<file path="config.mk">
export PLATFORM = sky130hd
export DESIGN_NAME = note_recorder
export DESIGN_NICKNAME = d
export VERILOG_FILES = /design/src/rtl/note_recorder.sv
export SDC_FILE = /design/constraint.sdc
export NUM_CORES = 1
export LEC_CHECK = 0
export ABC_AREA = 1
export CAP_MARGIN = 20
export CELL_PAD_IN_SITES_DETAIL_PLACEMENT = 1
export CELL_PAD_IN_SITES_GLOBAL_PLACEMENT = 2
export CORE_ASPECT_RATIO = 0.75
export CORE_MARGIN = 2
export CORE_UTILIZATION = 43
export DETAILED_ROUTE_END_ITERATION = 10
export GPL_TIMING_DRIVEN = 0
export PLACE_DENSITY = 0.77
export SKIP_LAST_GASP = 1
export SLEW_MARGIN = 20
export SYNTH_ARGS = -nofsm -noshare
export SYNTH_HDL_FRONTEND = slang
export SYNTH_SLANG_ARGS = --single-unit
</file>
<file path="constraint.sdc">
create_clock -name CLK -period 4.7 [get_ports CLK]
set_input_delay 1.41 -clock CLK [delete_from_list [all_inputs] [get_ports CLK]]
set_output_delay 1.41 -clock CLK [all_outputs]
set_load 0.02 [all_outputs]
</file>
<file path="src/rtl/note_recorder.sv">
// Note recorder: captures {note, duration} events timed in quarter-beat ticks
// into a register-array buffer and replays them as a third autoplay note source.
module note_recorder #(
  parameter int unsigned DEPTH  = 64,
  parameter int unsigned ADDR_W = 6,
  parameter int unsigned DUR_W  = 8
) (
  input  logic              CLK,
  input  logic              RESET,
  input  logic              QUARTER_BEAT,
  input  logic              REC,
  input  logic              PLAY,
  input  logic              STOP,
  input  logic [3:0]        in_note,
  output logic [3:0]        out_note,
  output logic              rec_active,
  output logic              play_active,
  output logic              full,
  output logic [ADDR_W:0]   count,
  output logic              done
);

  localparam int unsigned CNT_W = ADDR_W + 1;
  localparam logic [DUR_W-1:0] MAX_DUR = '1;
  localparam logic [CNT_W-1:0] DEPTH_C = CNT_W'(DEPTH);

  typedef struct packed {
    logic [3:0]       note;
    logic [DUR_W-1:0] dur;
  } event_t;

  typedef enum logic [1:0] {S_IDLE, S_RECORD, S_PLAY} state_t;

  state_t            state;
  logic              qb_d;
  logic [3:0]        cur_note;
  logic [DUR_W-1:0]  dur;
  logic [ADDR_W-1:0] rd_ptr;
  logic [DUR_W-1:0]  remain;
  event_t            mem [DEPTH];

  logic              tick_c;
  logic              commit_c;
  event_t            commit_ev_c;
  logic [ADDR_W-1:0] nxt_ptr_c;
  event_t            nxt_ev_c;

  assign tick_c    = QUARTER_BEAT & ~qb_d;
  assign nxt_ptr_c = rd_ptr + ADDR_W'(1);
  assign nxt_ev_c  = mem[nxt_ptr_c];

  // Decide whether the pending event is written to the buffer this cycle.
  // A note change sees the pre-tick duration; a tick that reaches the
  // maximum duration splits the note into a full-length event.
  always_comb begin
    commit_c         = 1'b0;
    commit_ev_c.note = cur_note;
    commit_ev_c.dur  = dur;
    if (state == S_RECORD && count < DEPTH_C) begin
      if (STOP || in_note != cur_note) begin
        commit_c = (dur != '0);
      end else if (tick_c && dur == MAX_DUR - DUR_W'(1)) begin
        commit_c        = 1'b1;
        commit_ev_c.dur = MAX_DUR;
      end
    end
  end

  // Event buffer; contents are not reset.
  always_ff @(posedge CLK) begin
    if (commit_c) mem[count[ADDR_W-1:0]] <= commit_ev_c;
  end

  always_ff @(posedge CLK) begin
    if (RESET) begin
      state       <= S_IDLE;
      qb_d        <= 1'b0;
      out_note    <= '0;
      rec_active  <= 1'b0;
      play_active <= 1'b0;
      full        <= 1'b0;
      count       <= '0;
      done        <= 1'b0;
      cur_note    <= '0;
      dur         <= '0;
      rd_ptr      <= '0;
      remain      <= '0;
    end else begin
      qb_d <= QUARTER_BEAT;
      done <= 1'b0;
      case (state)
        S_IDLE: begin
          if (!STOP) begin
            if (REC) begin
              state      <= S_RECORD;
              rec_active <= 1'b1;
              count      <= '0;
              full       <= 1'b0;
              cur_note   <= in_note;
              dur        <= '0;
            end else if (PLAY && count != '0) begin
              state       <= S_PLAY;
              play_active <= 1'b1;
              rd_ptr      <= '0;
              out_note    <= mem[0].note;
              remain      <= mem[0].dur;
            end
          end
        end

        S_RECORD: begin
          if (STOP) begin
            state      <= S_IDLE;
            rec_active <= 1'b0;
          end else if (in_note != cur_note) begin
            cur_note <= in_note;
            dur      <= tick_c ? DUR_W'(1) : '0;
          end else if (tick_c) begin
            dur <= (dur == MAX_DUR - DUR_W'(1)) ? '0 : dur + DUR_W'(1);
          end
          // Filling the buffer ends the recording regardless of other activity.
          if (commit_c) begin
            count <= count + CNT_W'(1);
            if (count + CNT_W'(1) == DEPTH_C) begin
              full       <= 1'b1;
              state      <= S_IDLE;
              rec_active <= 1'b0;
            end
          end
        end

        S_PLAY: begin
          if (STOP) begin
            out_note    <= '0;
            state       <= S_IDLE;
            play_active <= 1'b0;
          end else if (tick_c) begin
            if (remain > DUR_W'(1)) begin
              remain <= remain - DUR_W'(1);
            end else if (CNT_W'(rd_ptr) + CNT_W'(1) < count) begin
              rd_ptr   <= nxt_ptr_c;
              out_note <= nxt_ev_c.note;
              remain   <= nxt_ev_c.dur;
            end else begin
              out_note    <= '0;
              done        <= 1'b1;
              state       <= S_IDLE;
              play_active <= 1'b0;
            end
          end
        end

        default: state <= S_IDLE;
      endcase
    end
  end

endmodule
</file>
==> summary.txt, run 1 <==
Outcome
  – Status: finished clean

Synth
  – Mean Syn Cell Area: 10.65 sq um
  – Post-synthesis async set-or-reset flop share: 0
  – Post-synth net total: 3260
  – Synth top area share: 0.6690
  – Top area cells in the synthesized netlist: edfxtp_1, nand2_1, nand3_1
  – Most used DFF post-synth: edfxtp_1
  – Yosys top cell by area: edfxtp_1
  – EDFF count, synth: 768
  – Seq/Total Area, Yosys: 0.6946
  – Cell area after synthesis: 34470 sq um
  – Netlist cell types: 43
  – Warning count from the yosys run: 0
  – Post-Syn Instances: 3236
  – #FFs+latches synth: 812

Global route
  – First-pass GRT wire length: 186900 um
  – Vias in the first global route: 25950
  – Largest net degree at the start of global routing: 68
  – Grt total ovfl: 0
  – Initial antenna violation count: 2
  – Gr usage total: 0.3212

Placement
  – IO Port Bufs: 23
  – Routability cong.: 0.9337
  – Dpl ws: -0.1800 ns
  – HPWL Detailed: 93410 um

Clocking
  – Htree depth: 3
  – CTS tree: yes
  – CTS Buffer Depth: 3
  – Post_cts resized: 0
  – CTS buffer count: 85
  – Clk_lat worst skew: 0.67 ns
  – Root Driver: clkbuf_16
  – Clock edge transition at the registers on the reported setup and hold paths: 0.07 ns
  – CTS Sinks: 812
  – Setup bufs post-CTS: 0
  – CTS Hold Bufs: 0

Floorplan
  – FP Rows: 89
  – Core Box Area: 79060 sq um
  – Die ar.: 82470 sq um
  – Die Wd: 330.9 um
  – I/O pin count: 25
  – Initial core utilization: 0.4360
  – Die height: 249.2 um

Routing
  – Routed WL: 132300 um
  – Vias post-DR: 26080
  – DR iter-0 viols: 3142
  – Via density: 5.777
  – Routed Antenna Nets: 0
  – TritonRoute pass-1 iters: 5
  – DRC viols: 0
  – WL per Instance: 29.30 um

Power and ir drop
  – Switching Fraction: 0.3112
  – Total Power: 18270 uW
  – P_leak: 0.01498 uW
  – Sequential share of power: 0.444
  – Switching Power: 5686 uW
  – Peak supply drop: 354.2 uV
  – PD cells: 457.2 nW/um^2
  – Clock share of power: 0.363
  – Internal: 12590 uW
  – Combinational Power Share: 0.192

Worst setup path
  – Required time worst endpoint: 5.27 ns
  – R2r setup slk: 0.15 ns
  – CP endpoint kind: register
  – Startpoint types: register
  – Crit path DAT: 5.12 ns
  – Cell depth of the worst flop-to-flop path: 12
  – Kind of critical path: register to register
  – CP endpoint: out_note[2]$_SDFFE_PP0P_
  – Crit path launch: rd_ptr[0]$_SDFFE_PP0P_
  – Worst R2R End: out_note[2]$_SDFFE_PP0P_
  – R2r startpoint: rd_ptr[0]$_SDFFE_PP0P_
  – CP max FO: 10

Layout
  – Fill count: 8476
  – Fin nets: 3429
  – Multi-input logic area: 9331 sq um
  – Layout cells sized above 1: 0.1029
  – N_diodes: 0
  – Reg area: 23960 sq um
  – Area growth from synthesis to layout: 15.94%

STA
  – Hold Fails Final Rpt: 0
  – Tmin final: 4.551 ns
  – Worst hold margin: 0.4995 ns
  – Period utilization: 0.9684
  – Measured slew at the worst slew-check pin: 1.120 ns
  – Max transition margin: 0.2534
  – Pins Over Slew Limit: 0
  – Unrepaired setup endpoints after global routing: no
  – Setup violators final: 0
  – Fmax: 219.7 MHz
  – Final WS setup: 0.1486 ns
  – Setup Skew: 0.01514 ns

Flow run
  – Maximum capacitance violations: 0

Min path
  – Worst Hold Class: register to register
## synth_stat cells, types with 2 or more instances
| library cell | count |
|---|---|
| xor2_1 | 13 |
| inv_1 | 177 |
| o22ai_1 | 2 |
| clkbuf_1 | 99 |
| inv_2 | 13 |
| nand4_1 | 9 |
| nand3_2 | 3 |
| ha_1 | 14 |
| nor2_1 | 229 |
| buf_1 | 16 |
| a21oi_1 | 41 |
| buf_4 | 2 |
| nor3_2 | 2 |
| nor3_1 | 9 |
| nand2_1 | 1020 |
| dfxtp_1 | 44 |
| nor2_4 | 2 |
| o21ai_0 | 76 |
| buf_2 | 66 |
| nand3_1 | 591 |
| o21ai_1 | 9 |
| nor4_1 | 4 |
| edfxtp_1 | 768 |
| o21a_1 | 2 |
| nand4_2 | 7 |
## through the flow
step | utilization | TNS (ns) | instance area [sq um] | instances
after floorplan | - | 0 | 34470 | 3236
after global placement | 0.4555 | -683.95 | 36010 | 4305
after detailed placement | 0.4718 | -9.954 | 37300 | 4364
after CTS | 0.5055 | 0 | 39970 | 4515
after global routing | 0.5055 | 0 | 39970 | 4515
final | 0.5055 | 0 | 39970 | 4515
## layer usage
layer / wire [um] / global-route usage
met2: 58400 / 0.4837
met3: 11080 / 0.05932
met1: 57320 / 0.4626
met5: 0 / 0
met4: 5489 / 0.1212
## cell type report
cell class,instances,share of cell area
repair buffers,82,0.02965
well taps,1046,0.03275
clock inverters,42,0.008891
flip-flops and latches,812,0.5995
plain buffers,183,0.02001
multi-input cells,2050,0.2335
clock buffers,109,0.05782
inverters,191,0.01794
## sequential cells by signal, indices dropped and copies added, names as in the netlist
name / count
mem: 768
dur: 8
remain: 8
count: 7
rd_ptr: 6
cur_note: 4
out_note: 4
state: 2
done: 1
full: 1
play_active: 1
qb_d: 1
rec_active: 1
## worst max-delay path, cell delays in order, from the launching register on
cell,delay [ns]
dfxtp_1,0.43
ha_1,0.34
xor2_2,0.88
buf_2,0.55
buf_4,0.31
ha_1,0.28
a21oi_1,0.15
nand2_1,0.10
nand4_1,0.18
nand2_1,0.20
nor3_2,0.52
nand3_1,0.29
a21oi_1,0.24
## cell families after synthesis
logic type                 synth area share
AOI/OAI and AO/OA                   0.02069
DFF                                  0.6946
adders and majority gates          0.005082
and+or+nand+nor                      0.2318
buffers and inverters               0.04334
xor gates and xnor gates           0.004501
## power by group through the flow
stage	Combinational [uW]	Sequential (uW)	Clock, uW
floorplan	1860	8260	0
global placement	3270	8340	0
detailed placement	3430	8270	0
CTS	3450	8120	6690
global route	3720	8130	6940
finish	3510	8120	6640
## worst min path at each step
stage | from | slack (ns) | end | depth (start not counted)
after floorplan | dur[4]$_SDFFE_PP0P_ | 0.49 | dur[4]$_SDFFE_PP0P_ | 2
after global placement | full$_SDFFE_PP0P_ | 0.48 | full$_SDFFE_PP0P_ | 2
after detailed placement | full$_SDFFE_PP0P_ | 0.48 | full$_SDFFE_PP0P_ | 2
after CTS | full$_SDFFE_PP0P_ | 0.49 | full$_SDFFE_PP0P_ | 2
after global routing | full$_SDFFE_PP0P_ | 0.54 | full$_SDFFE_PP0P_ | 2
final | full$_SDFFE_PP0P_ | 0.50 | full$_SDFFE_PP0P_ | 2
## layout by cell type (no fill, tap or decap), drive strengths merged, types with 2 or more instances in the layout
cell	count
buf	143
o21a	2
xor2	14
xnor2	2
edfxtp	768
nand4	16
clkinv	30
nor2	232
nor3	11
nor3b	2
bufinv	5
nand2	1021
nor4	4
dfxtp	44
o21ai	85
o22ai	2
clkdlybuf4s50	23
clkinvlp	5
ha	14
clkbuf	208
a21oi	42
nand3	594
inv	193
No activity file was read; power rests on OpenSTA's default activity.
==> run 2, diff against run 1 <==
==> constraint.sdc (replaced) <==
create_clock -name CLK -period 4.7 [get_ports CLK]
set_input_delay 0.94 -clock CLK [delete_from_list [all_inputs] [get_ports CLK]]
set_output_delay 0.94 -clock CLK [all_outputs]
set_load 0.02 [all_outputs]
==> results of run 2 <==
No change in the layout: final DEF, timing and power equal those of run 1.
Main changes from that run: setup slack after placement -0.1800 ns -> 0.2900 ns
==> run 3, diff against run 2 <==
--- a/config.mk
+++ b/config.mk
@@ -16,7 +16,6 @@
 export GPL_TIMING_DRIVEN = 0
 export PLACE_DENSITY = 0.77
 export SKIP_LAST_GASP = 1
-export SLEW_MARGIN = 20
 export SYNTH_ARGS = -nofsm -noshare
 export SYNTH_HDL_FRONTEND = slang
 export SYNTH_SLANG_ARGS = --single-unit
==> run 3 against run 2 <==
  * Routed wire length fell by 0.15%
  * Register-to-register slack improved by 0.14 ns
  * Sequential power barely moved
  * Power fell by 0.68%
  * Cell area fell by 0.18%
  * Hold slack improved by 0.0077 ns
  * Critical endpoint is now out_note[1]$_SDFFE_PP0P_
  * Highest routed layer unchanged
==> summary.txt, run 3 (synthesis gave the netlist of run 1 again) <==
Outcome
  – Status: finished clean

Placement
  – Placed insts: 4369
  – Routability cong.: 0.9337
  – DP Area: 37310 sq um
  – HPWL Detailed: 93310 um
  – IO Port Bufs: 23

Worst setup path
  – Startpoint types: register
  – CP endpoint kind: register
  – Crit path DAT: 4.99 ns
  – Crit path launch: rd_ptr[0]$_SDFFE_PP0P_
  – Kind of critical path: register to register
  – Cell depth of the worst flop-to-flop path: 12
  – Required time worst endpoint: 5.28 ns
  – R2r startpoint: rd_ptr[0]$_SDFFE_PP0P_
  – CP max FO: 10

STA
  – Hold Fails Final Rpt: 0
  – Period utilization: 0.9377
  – Measured slew at the worst slew-check pin: 1.121 ns
  – Setup violators final: 0
  – Pins Over Slew Limit: 0
  – Setup Skew: 0.02639 ns
  – Tmin final: 4.407 ns
  – Fmax: 226.9 MHz
  – Max transition margin: 0.2528
  – Unrepaired setup endpoints after global routing: no
  – Worst hold margin: 0.5072 ns

Floorplan
  – FP Rows: 89
  – Die ar.: 82470 sq um
  – Die Wd: 330.9 um
  – Core Box Area: 79060 sq um
  – Initial core utilization: 0.4360
  – Die height: 249.2 um
  – I/O pin count: 25

Layout
  – Area growth from synthesis to layout: 15.74%
  – Fin area: 39900 sq um
  – Final core utilization: 0.5046
  – Most frequent cells in the layout: nand2_1, edfxtp_1, nand3_1, inv_1, nor2_1
  – Fin nets: 3432
  – Largest register FFs: 768
  – Commonest non-fill, non-tap cell in the layout: nand2_1
  – Post-Layout Cell Count: 4516
  – Layout cells sized above 1: 0.1006

Clocking
  – Setup bufs post-CTS: 0
  – CTS Hold Bufs: 0
  – Clock edge transition at the registers on the reported setup and hold paths: 0.07 ns
  – CTS Buffer Depth: 3
  – CTS tree: yes
  – Clk_lat worst skew: 0.67 ns
  – Htree depth: 3
  – CTS Sinks: 812
  – Post_cts resized: 0
  – CTS buffer count: 83
  – Root Driver: clkbuf_16

Global route
  – Gr usage total: 0.3212
  – Initial antenna violation count: 3
  – Vias in the first global route: 26090
  – Largest net degree at the start of global routing: 65
  – First-pass GRT wire length: 187300 um
  – Grt total ovfl: 0

Routing
  – Routed Antenna Nets: 0
  – DR iter-0 viols: 2982
  – WL per Instance: 29.25 um
  – DRC viols: 0
  – Vias post-DR: 26110
  – Routed WL: 132100 um
  – TritonRoute pass-1 iters: 5
  – Via density: 5.781

Min path
  – Hold Startpoint: full$_SDFFE_PP0P_
  – Cells on Worst Hold Path: 2
  – Worst Hold Class: register to register

Power and ir drop
  – PD cells: 454.9 nW/um^2
  – P_leak: 0.01499 uW
  – Peak supply drop: 340.3 uV

Flow run
  – Maximum capacitance violations: 0
==> run 3: cell count changes in the layout (fill, tap and decap cells not counted), moves of 4 or more <==
cell / previous run / this run
buf_8: 21 / 39
dfxtp_4: 4 / 0
clkbuf_1: 111 / 119
nor2_2: 40 / 56
buf_6: 15 / 1
nor2_4: 25 / 6
dfxtp_2: 0 / 4
==> run 3: cell type report <==
cell class                      instances  area (sq um)
Fill cell                            8487         39170
Sequential cell                       812         23950
Multi-Input combinational cell       2050          9229
Clock buffer                          115          2302
Timing Repair Buffer                   87          1310
Tap cell                             1046          1309
Buffer                                183         797.0
Inverter                              191         716.9
Clock inverter                         31         281.5
Antenna cell                            1         2.502
==> run 3: worst paths after layout <==
kind | slack [ns] | endpoint
max | 0.29 | out_note[1]$_SDFFE_PP0P_
min | 0.51 | full$_SDFFE_PP0P_
max reg2reg | 0.29 | out_note[1]$_SDFFE_PP0P_
min reg2reg | 0.51 | full$_SDFFE_PP0P_
==> run 3: routing by layer <==
layer	part of all wire	vias to the layer above	global-route usage
met2	0.45	1126	0.4975
met5	0	-	0
met3	0.091	225	0.07191
met1	0.43	13370	0.4535
met4	0.032	0	0.09356
li1	-	11380	-
==> run 3: metrics by stage <==
| step | power [uW] | TNS (ns) | setup WS [ns] |
|---|---|---|---|
| 2_1_floorplan | 10120 | 0 | 1.095 |
| 3_3_place_gp | 11610 | -683.95 | -2.768 |
| 3_5_place_dp | 11690 | 0 | 0.3723 |
| 4_1_cts | 18130 | 0 | 0.4179 |
| 5_1_grt | 18690 | 0 | 0.2122 |
| 6_report | 18150 | 0 | 0.2927 |
==> run 3: critical path: stages, from the launching register on <==
cell and delay (ns):
dfxtp_1 0.43, ha_1 0.34, xor2_2 0.82, buf_2 0.53, buf_4 0.30, ha_1 0.28, a21oi_1 0.14, nand2_1 0.10
nand4_1 0.18, nand2_1 0.18, nor3_2 0.53, nand3_1 0.30, a21oi_1 0.20
==> run 3: report_power, final <==
part	leakage, uW	internal, uW	total (uW)	switching [uW]
Combinational	0.00633	822	3520	2700
Clock	0.00126	3690	6530	2850
Sequential	0.00740	8020	8090	74.9
